==> config.mk <==
export PLATFORM = sky130hd
export DESIGN_NAME = instr_fetch_queue
export DESIGN_NICKNAME = d
export VERILOG_FILES = /design/src/rtl/if_pkg.sv /design/src/rtl/fetch_queue.sv /design/src/rtl/instr_fetch_queue.sv
export SDC_FILE = /design/constraint.sdc
export NUM_CORES = 1
export LEC_CHECK = 0
export ABC_CLOCK_PERIOD_IN_PS = 6550
export CAP_MARGIN = 10
export CORE_ASPECT_RATIO = 0.9
export CORE_MARGIN = 2
export CORE_UTILIZATION = 61
export DETAILED_ROUTE_END_ITERATION = 6
export PLACE_DENSITY = 0.86
export SYNTH_ARGS = -nofsm -noshare
export SYNTH_HDL_FRONTEND = slang
export SYNTH_HIERARCHICAL = 1
export SYNTH_SLANG_ARGS = --single-unit
==> constraint.sdc <==
create_clock -name clk -period 6.55 [get_ports clk]
set_clock_uncertainty 0.2 [all_clocks]
set_input_delay 1.31 -clock clk [delete_from_list [all_inputs] [get_ports clk]]
set_output_delay 1.31 -clock clk [all_outputs]
set_load 0.01 [all_outputs]
==> src/rtl/if_pkg.sv <==
// Shared types and constants for the instruction fetch unit.
package if_pkg;

    // Fetch controller states:
    //   FETCH   - no request outstanding
    //   WAIT    - one live request outstanding
    //   DISCARD - one stale request outstanding; its response is dropped
    typedef enum logic [1:0] {
        FETCH   = 2'd0,
        WAIT    = 2'd1,
        DISCARD = 2'd2
    } if_state_e;

    localparam logic [31:0] IF_START_PC = 32'h0040_0020;
    localparam int          WORD_BYTES  = 4;

endpackage

==> src/rtl/fetch_queue.sv <==
// Synchronous FIFO holding {instruction, pc} pairs between fetch and decode.
// Flush empties the queue and takes priority over a same-cycle push or pop.
module fetch_queue #(
    parameter int WIDTH = 64,
    parameter int DEPTH = 4
) (
    input  logic                     clk,
    input  logic                     rst_n,
    input  logic                     push,
    input  logic                     pop,
    input  logic                     flush,
    input  logic [WIDTH-1:0]         wdata,
    output logic [WIDTH-1:0]         rdata,
    output logic                     full,
    output logic                     empty,
    output logic [$clog2(DEPTH):0]   count
);

    localparam int PTR_W = $clog2(DEPTH);
    localparam int CNT_W = PTR_W + 1;

    logic [WIDTH-1:0] mem [DEPTH];
    logic [PTR_W-1:0] wr_ptr;
    logic [PTR_W-1:0] rd_ptr;
    logic             do_push;
    logic             do_pop;

    // Pop on empty is ignored; push on full is ignored as a safety net.
    assign do_push = push && !full;
    assign do_pop  = pop && !empty;

    assign full  = (count == CNT_W'(DEPTH));
    assign empty = (count == '0);
    assign rdata = mem[rd_ptr];

    // Pointer and occupancy registers with asynchronous clear.
    always_ff @(posedge clk or negedge rst_n) begin
        if (!rst_n) begin
            wr_ptr <= '0;
            rd_ptr <= '0;
            count  <= '0;
        end else if (flush) begin
            wr_ptr <= '0;
            rd_ptr <= '0;
            count  <= '0;
        end else begin
            if (do_push) wr_ptr <= wr_ptr + PTR_W'(1);
            if (do_pop)  rd_ptr <= rd_ptr + PTR_W'(1);
            count <= count + CNT_W'(do_push) - CNT_W'(do_pop);
        end
    end

    // Entry storage with asynchronous clear.
    always_ff @(posedge clk or negedge rst_n) begin
        if (!rst_n) begin
            for (int i = 0; i < DEPTH; i++) mem[i] <= '0;
        end else if (do_push && !flush) begin
            mem[wr_ptr] <= wdata;
        end
    end

endmodule

==> src/rtl/instr_fetch_queue.sv <==
// Instruction fetch unit: PC register, single-outstanding request controller
// for a variable-latency instruction memory, and a decode-facing queue.
// Handshakes: a transfer happens on a rising edge where valid && ready; the
// memory accepts a request in any cycle imem_req is high, and responds with a
// one-cycle imem_valid strobe one or more cycles later.
module instr_fetch_queue
    import if_pkg::*;
#(
    parameter int          ADDR_W   = 32,
    parameter int          DEPTH    = 4,
    parameter logic [31:0] START_PC = IF_START_PC
) (
    input  logic              clk,
    input  logic              rst_n,
    output logic              imem_req,
    output logic [ADDR_W-1:0] imem_addr,
    input  logic              imem_valid,
    input  logic [31:0]       imem_rdata,
    output logic              out_valid,
    output logic [31:0]       out_instr,
    output logic [ADDR_W-1:0] out_pc,
    input  logic              out_ready,
    input  logic              redir_valid,
    input  logic              redir_jump,
    input  logic [ADDR_W-1:0] redir_pc,
    input  logic [25:0]       redir_imm,
    output if_state_e         state_dbg
);

    localparam int                CNT_W    = $clog2(DEPTH) + 1;
    localparam int                QW       = 32 + ADDR_W;
    localparam logic [ADDR_W-1:0] RESET_PC = ADDR_W'(START_PC & 32'hFFFF_FFFC);
    localparam logic [ADDR_W-1:0] STEP     = ADDR_W'(WORD_BYTES);

    if_state_e         state;
    if_state_e         state_next;
    logic [ADDR_W-1:0] fetch_pc;
    logic [ADDR_W-1:0] fetch_pc_next;
    logic [ADDR_W-1:0] redir_pc4;
    logic [ADDR_W-1:0] redir_tgt;
    logic [CNT_W-1:0]  count;
    logic [CNT_W-1:0]  cnt_after;
    logic              q_full;
    logic              q_empty;
    logic              q_push;
    logic              q_pop;
    logic              req_int;
    logic [QW-1:0]     q_rdata;

    assign redir_pc4 = redir_pc + STEP;
    // A redirect discards any same-cycle pop along with the flush.
    assign q_pop     = out_valid && out_ready && !redir_valid;
    // Occupancy after this cycle's push and pop; only meaningful when pushing.
    assign cnt_after = count + CNT_W'(1) - CNT_W'(q_pop);

    // Redirect target: PC-relative branch or region-relative jump.
    always_comb begin
        redir_tgt = redir_pc4;
        if (redir_jump) begin
            redir_tgt = (redir_pc4 & ~ADDR_W'(28'hFFF_FFFF)) | ADDR_W'({redir_imm, 2'b00});
        end else begin
            redir_tgt = redir_pc4 + {{(ADDR_W-18){redir_imm[15]}}, redir_imm[15:0], 2'b00};
        end
    end

    // Next-state, request and push decode; redirect overrides everything.
    always_comb begin
        state_next    = state;
        fetch_pc_next = fetch_pc;
        req_int       = 1'b0;
        q_push        = 1'b0;
        if (redir_valid) begin
            fetch_pc_next = redir_tgt;
            if (state == FETCH) state_next = FETCH;
            else                state_next = imem_valid ? FETCH : DISCARD;
        end else begin
            case (state)
                FETCH: begin
                    if (!q_full) begin
                        req_int       = 1'b1;
                        fetch_pc_next = fetch_pc + STEP;
                        state_next    = WAIT;
                    end
                end
                WAIT: begin
                    if (imem_valid) begin
                        q_push = 1'b1;
                        if (cnt_after < CNT_W'(DEPTH)) begin
                            req_int       = 1'b1;
                            fetch_pc_next = fetch_pc + STEP;
                        end else begin
                            state_next = FETCH;
                        end
                    end
                end
                DISCARD: begin
                    if (imem_valid) state_next = FETCH;
                end
                default: state_next = FETCH;
            endcase
        end
    end

    // State and PC registers.
    always_ff @(posedge clk or negedge rst_n) begin
        if (!rst_n) begin
            state    <= FETCH;
            fetch_pc <= RESET_PC;
        end else begin
            state    <= state_next;
            fetch_pc <= fetch_pc_next;
        end
    end

    // The strobe is held low while reset is asserted.
    assign imem_req  = req_int && rst_n;
    assign imem_addr = fetch_pc;
    assign state_dbg = state;

    // The response belongs to the request issued at fetch_pc - 4.
    fetch_queue #(
        .WIDTH (QW),
        .DEPTH (DEPTH)
    ) u_queue (
        .clk   (clk),
        .rst_n (rst_n),
        .push  (q_push),
        .pop   (q_pop),
        .flush (redir_valid),
        .wdata ({imem_rdata, fetch_pc - STEP}),
        .rdata (q_rdata),
        .full  (q_full),
        .empty (q_empty),
        .count (count)
    );

    assign out_valid = !q_empty;
    assign out_instr = q_rdata[QW-1:ADDR_W];
    assign out_pc    = q_rdata[ADDR_W-1:0];

endmodule
After elaboration in Yosys (flattened, before gate mapping)
Index checks and enable logic that the tools add are counted.

word-level totals
  output and inout bits = 100
  memories = 0
  word-level logic and storage cells = 84
  bits in read-only memories = 0
  latch bits = 0
  register bits = 297
  RAM bits = 0

operators by class
  bitwise logic cells = 3
  add/subtract/negate cells = 10
  div/mod/pow operators = 0
  multiply operators = 0
  $lt $le $gt $ge = 4
  equality and inequality tests = 8
  shift operators = 0
  reduce and logical (&&, ||, !) cells = 17
  mux-type cells = 33

operators with widths
  operator                                                              count
  256-bit bitwise mux                                                   1
  64-bit two-way mux                                                    3
  32-bit two-way mux                                                    5
  64-bit binary-select mux with 2-bit select                            1
  64-bit demux with 2-bit select                                        1
  32-bit by 3-bit adder with 32-bit output, second input constant       2
  32-bit case mux with 2 select lines                                   1
  32-bit adder                                                          1
  32-bit by 28-bit OR with 32-bit output                                1
  32-bit by 3-bit subtractor with 32-bit output, second input constant  1
  2-bit two-way mux                                                     11
  3-bit != test, second input constant                                  5
  4-bit AND reduction                                                   2
  1-bit logical AND                                                     7
  1-bit two-way mux                                                     7
  3-bit greater-or-equal comparator, second input constant              2
  2-bit inverter with 3-bit output                                      2
  2-bit case mux with 3 select lines                                    1
  3-bit by 1-bit subtractor with 3-bit output                           2
  2-bit by 1-bit adder with 2-bit output, second input constant         2
  2-bit nonzero test                                                    2
  3-bit by 1-bit adder with 3-bit output                                1
  3-bit by 1-bit adder with 3-bit output, second input constant         1
  3-bit equality test, second input constant                            1
  10 further kinds                                                      12

Longest topological paths before layout
  word-level depth = 11
  depth in mapped cells = 16

Hierarchy
The synthesis kept the hierarchy.

by module, submodules not included
  module             seq. area each (um^2)  area each (um^2)  times used  cells an instance
  fetch_queue        6581.3                 11691.2           1           665
  instr_fetch_queue  853.3                  4909.7            1           656

Least setup slack after synthesis
Ideal clock, no wire load.

  path type = input-to-reg
  from = input port redir_pc[5]
  to = register fetch_pc[24] (netlist: imem_addr[24])
  data arrival time = 4.208 ns
  setup time = 0.104 ns
  buffers on the path = 1
  path slack = 2.039 ns
  required time = 6.246 ns
  stages = 16
  cells stage by stage = and4_1 -> and3_1 -> nand3_1 -> nor2_1 -> nand3_1 -> xnor2_1 -> ha_1 -> clkbuf_1 -> a21o_1 -> o21bai_1 -> a21o_1 -> a21oi_1 -> a31oi_1 -> a21oi_1 -> mux2_2 -> a221oi_1

between the ends
  cells in the longest elaborated chain, start to end = 4

ends and longest elaborated chain
  what                                      RTL line                  RTL
  from (decl)                               instr_fetch_queue.sv:25   input logic [ADDR_W-1:0] redir_pc,
  32-bit by 3-bit adder with 32-bit output  instr_fetch_queue.sv:50   assign redir_pc4 = redir_pc + STEP;
  32-bit adder                              instr_fetch_queue.sv:62   redir_tgt = redir_pc4 + {{(ADDR_W-18){redir_imm[15]}}, redir_imm[15:0], 2'b00};
  32-bit two-way mux                        instr_fetch_queue.sv:59   if (redir_jump) begin
  32-bit two-way mux                        instr_fetch_queue.sv:72   if (redir_valid) begin
  to (signal assigned)                      instr_fetch_queue.sv:111  fetch_pc <= fetch_pc_next;
  to (decl)                                 instr_fetch_queue.sv:37   logic [ADDR_W-1:0] fetch_pc;

No other way between the ends.
A chain may end at the register's enable or synchronous reset.

Final worst setup path
  from = input port out_ready
  to = output port imem_req

between the ends
  cells in the longest elaborated chain, start to end = 9

ends and longest elaborated chain
  what                                         RTL line                  RTL
  from (decl)                                  instr_fetch_queue.sv:22   input logic out_ready,
  1-bit logical AND (2 in a row)               instr_fetch_queue.sv:52   assign q_pop = out_valid && out_ready && !redir_valid;
  via q_pop                                    instr_fetch_queue.sv:46   logic q_pop;
  3-bit by 1-bit subtractor with 3-bit output  instr_fetch_queue.sv:54   assign cnt_after = count + CNT_W'(1) - CNT_W'(q_pop);
  3-bit < comparator                           instr_fetch_queue.sv:88   if (cnt_after < CNT_W'(DEPTH)) begin
  1-bit two-way mux                            instr_fetch_queue.sv:88
  1-bit two-way mux                            instr_fetch_queue.sv:86   if (imem_valid) begin
  1-bit case mux with 2 select lines           instr_fetch_queue.sv:77   case (state)
  1-bit two-way mux                            instr_fetch_queue.sv:72
  1-bit logical AND                            instr_fetch_queue.sv:116  assign imem_req = req_int && rst_n;
  to (decl)                                    instr_fetch_queue.sv:15   output logic imem_req,

The timed path passes the listed nets, and every way through them passes these cells.

==> metrics.txt <==
result of the run complete, no violations; count of pins on the block boundary 196; Critical Path Start out_ready; master of the slowest instance on the critical path sky130_fd_sc_hd__clkdlybuf4s50_1; net count after synthesis 1462; most common cell in the netlist sky130_fd_sc_hd__dfrtp_1; vias per inst 5.98; final cell utilization of the core 73.9%; number of distinct library cells after synthesis 73; setup slack of the worst register-to-register path 2850 ps; Clock Pin Slew Worst Setup and Hold Paths 50 ps; Static Leak 8.65 nW; routability-driven placement congestion ratio 0.994; WP depth 7; growth of design area from synthesis to finish 19.6%; RSZ-0062 raised after global routing no; share of synthesized area occupied by flip-flops and latches 44.8%; total routing usage reported by global routing 27.3%; count of warnings emitted by yosys 6; clock network fraction of total power 34.3%; data required time of the critical path 5040 ps; Resized Gates After CTS 0; worst-case hold slack 286 ps; capture instance of the worst register-to-register path imem_addr[20]; Skew-Pair Late Insertion Delay 540 ps; final net count 1628; clock buffers created by TritonCTS 31; TritonRoute pass-1 iters 5; Clock Sink Count 297; sequential share of power 40.5%; top sig layer met4; number of antenna violations at the first check in global routing 0; Area contributors post-synth sky130_fd_sc_hd__dfrtp_1 (44%), sky130_fd_sc_hd__mux2_2 (12%), sky130_fd_sc_hd__mux4_2 (8.7%), sky130_fd_sc_hd__mux2_4 (5.4%), sky130_fd_sc_hd__xnor2_1 (3.4%); Critical Setup Path Class in2out; total routed wirelength 38200 um; setup_tns 0 ps; Met2 Routed Length 18500 um; global-route congestion overflow total 0; maximum number of pins on one net before global-route repair 82; switching pwr 0.00150 W; internal power 0.00406 W; setup slack at placement 1210 ps; cell taking the most area after synthesis sky130_fd_sc_hd__dfrtp_1; total routed wire length on the met1 layer 16500 um; post-route minimum period 5280 ps; worst-path maximum fanout 8; CTS tree built; dominant cell type by count on the critical path sky130_fd_sc_hd__clkdlybuf4s50_1; diode insertion count for antenna repair 0; worst-path cell chain clkdlybuf4s50_1 > nor3b_2 > or3_1 > a41oi_1 > or2_1 > nor3b_1 > clkdlybuf4s50_1; critical path launch point type input pin; CTS max path bufs 3; worst min-delay path category reg2reg; vias in the first global route 11800; Syn Area/Cell 12.6 um2; total power density per cell area 280 mW/mm2; count of final max-slew check failures 0; DIE AREA 0.0286 mm2; number of enable-type register cells in the synthesized netlist 0; number of storage elements in the synthesis netlist 297; Slowest Stage Delay on Critical Path 560 ps; netlist area before placement 0.0166 mm2; reg-to-reg critical path startpoint u_queue/count[1]; FF-to-FF path depth 9; Die Y 161 um; final number of hold-violating endpoints 0; post-cts hold buffer count 0; CP Capture Type primary output; capturing instance or port of the critical path imem_req; Initial Util 61.7%; Setup WS post-layout 1270 ps; Buffers on Ports 195; met3 wirelength from detailed routing 2440 um; logic gate share of total power 25.2%; Buffers & Inverters on Critical Path 2; Worst path top cell family by delay simple AND/OR/NAND/NOR gates; switching part of the total 27.1%; layout cells sized above 1 26.2%; detailed-route DRC error count 0; ranking of synthesized cells by instance count sky130_fd_sc_hd__dfrtp_1 (295), sky130_fd_sc_hd__mux2_2 (181), sky130_fd_sc_hd__nand2_1 (83); Post-CTS Setup Bufs 0; post-DR wirelength/cell 20.5 um; global-route wire length before repair 62500 um; core region area 0.0269 mm2; H-tree depth 1; maximum clock frequency 0.189 GHz; root buffer cell sky130_fd_sc_hd__clkbuf_16; Peak VDD IR 0.174 mV; Top FF cell, synth sky130_fd_sc_hd__dfrtp_1; Max Cap Violations 0; estimated wirelength of the detail-placed design 26000 um; count of nets left with antenna violations after detail routing 0; Post-synth ARST share 100%; Max-Slew Margin vs Limit 20.6%; CP arrival 3770 ps; Setup violations, final 0; final critical-path share of the clock period 80.6%; number of core rows 57; cell count after synthesis 1321; share of the synthesized area in the top cell type 44.5%; slew at the pin closest to its max-slew limit 1190 ps; DIE WIDTH 178 um; Initial DRC Count 720; vias after detailed routing 11200; total power consumption of the routed design 0.00556 W
[power by group through the flow]
stage | Clock [W] | Combinational, W | Sequential [W]
final | 0.00191 | 0.00140 | 0.00225
after global routing | 0.00202 | 0.00151 | 0.00228
after CTS | 0.00194 | 0.00141 | 0.00225
after detailed placement | 0 | 0.00140 | 0.00227
after global placement | 0 | 0.00136 | 0.00225
after floorplan | 0 | 0.000777 | 0.00221
[logic make-up after synthesis]
family	share of synthesized area [%]
and+or+nand+nor	9.25
muxes	28.4
adders and majority gates	3.48
buffers and inverters	2.86
DFF	44.8
AOI/OAI and AO/OA	5.48
xor gates and xnor gates	5.70
[stage by stage]
step | cells | instance area, um2
global route | 1864 | 19900
global placement | 1808 | 18700
finish | 1864 | 19900
detailed placement | 1808 | 18700
CTS | 1864 | 19900
floorplan | 1321 | 16600
[registers in the layout, indices dropped and copies added, names as in the netlist]
| signal | cells |
|---|---|
| imem_addr | 32 |
| state_dbg | 2 |
| u_queue/count | 3 |
| u_queue/mem | 256 |
| u_queue/rd_ptr | 2 |
| u_queue/wr_ptr | 2 |
[area by class of cell]
| cell class | instances | area, um2 |
|---|---|---|
| multi-input combinational | 925 | 8700 |
| inverter | 24 | 90.1 |
| clock buffer | 43 | 871 |
| tap | 354 | 443 |
| timing repair buffer | 208 | 2070 |
| fill | 1765 | 7030 |
| clock inverter | 13 | 245 |
| sequential | 297 | 7440 |
[worst min path at each step]
stage / depth (start not counted) / end / slack (ps) / startpoint
2_1_floorplan: 1 / u_queue/mem[67] / 250 / u_queue/mem[67]
3_3_place_gp: 1 / u_queue/mem[192] / 260 / u_queue/mem[192]
3_5_place_dp: 1 / u_queue/mem[192] / 270 / u_queue/mem[192]
4_1_cts: 1 / u_queue/mem[69] / 290 / u_queue/mem[69]
5_1_grt: 1 / u_queue/mem[255] / 290 / u_queue/mem[255]
6_report: 1 / u_queue/mem[69] / 290 / u_queue/mem[69]
[layout by cell type (no fill, tap or decap), types with 4 or more instances in the layout]
master,instances
sky130_fd_sc_hd__and2_1,6
sky130_fd_sc_hd__xor2_1,44
sky130_fd_sc_hd__xnor2_1,64
sky130_fd_sc_hd__bufinv_16,7
sky130_fd_sc_hd__nand4_1,21
sky130_fd_sc_hd__clkbuf_16,31
sky130_fd_sc_hd__mux2_4,60
sky130_fd_sc_hd__a211oi_1,7
sky130_fd_sc_hd__o211ai_1,6
sky130_fd_sc_hd__nor3_1,17
sky130_fd_sc_hd__dfrtp_1,293
sky130_fd_sc_hd__clkbuf_1,7
sky130_fd_sc_hd__clkbuf_8,5
sky130_fd_sc_hd__and3_1,13
sky130_fd_sc_hd__nand3_1,31
sky130_fd_sc_hd__o21ai_0,40
sky130_fd_sc_hd__or3_1,6
sky130_fd_sc_hd__o21a_1,5
sky130_fd_sc_hd__a21oi_1,42
sky130_fd_sc_hd__mux2i_1,15
sky130_fd_sc_hd__nor4_1,5
sky130_fd_sc_hd__inv_1,24
sky130_fd_sc_hd__nor2_1,60
sky130_fd_sc_hd__clkinv_2,4
sky130_fd_sc_hd__mux2_1,17
sky130_fd_sc_hd__and4_1,8
sky130_fd_sc_hd__nand2_1,83
sky130_fd_sc_hd__mux2_2,181
sky130_fd_sc_hd__mux4_2,64
sky130_fd_sc_hd__nor2b_1,6
sky130_fd_sc_hd__nand2b_1,6
sky130_fd_sc_hd__ha_1,43
sky130_fd_sc_hd__buf_4,11
sky130_fd_sc_hd__clkdlybuf4s50_1,192
sky130_fd_sc_hd__a21o_1,12
sky130_fd_sc_hd__o21bai_1,6
[layer usage]
layer	global-route usage (%)	vias up
met5	0	-
met4	5.85	0
met3	5.42	57
met2	45.8	308
met1	37.1	5645
li1	-	5143
No activity file was read; power rests on OpenSTA's default activity.
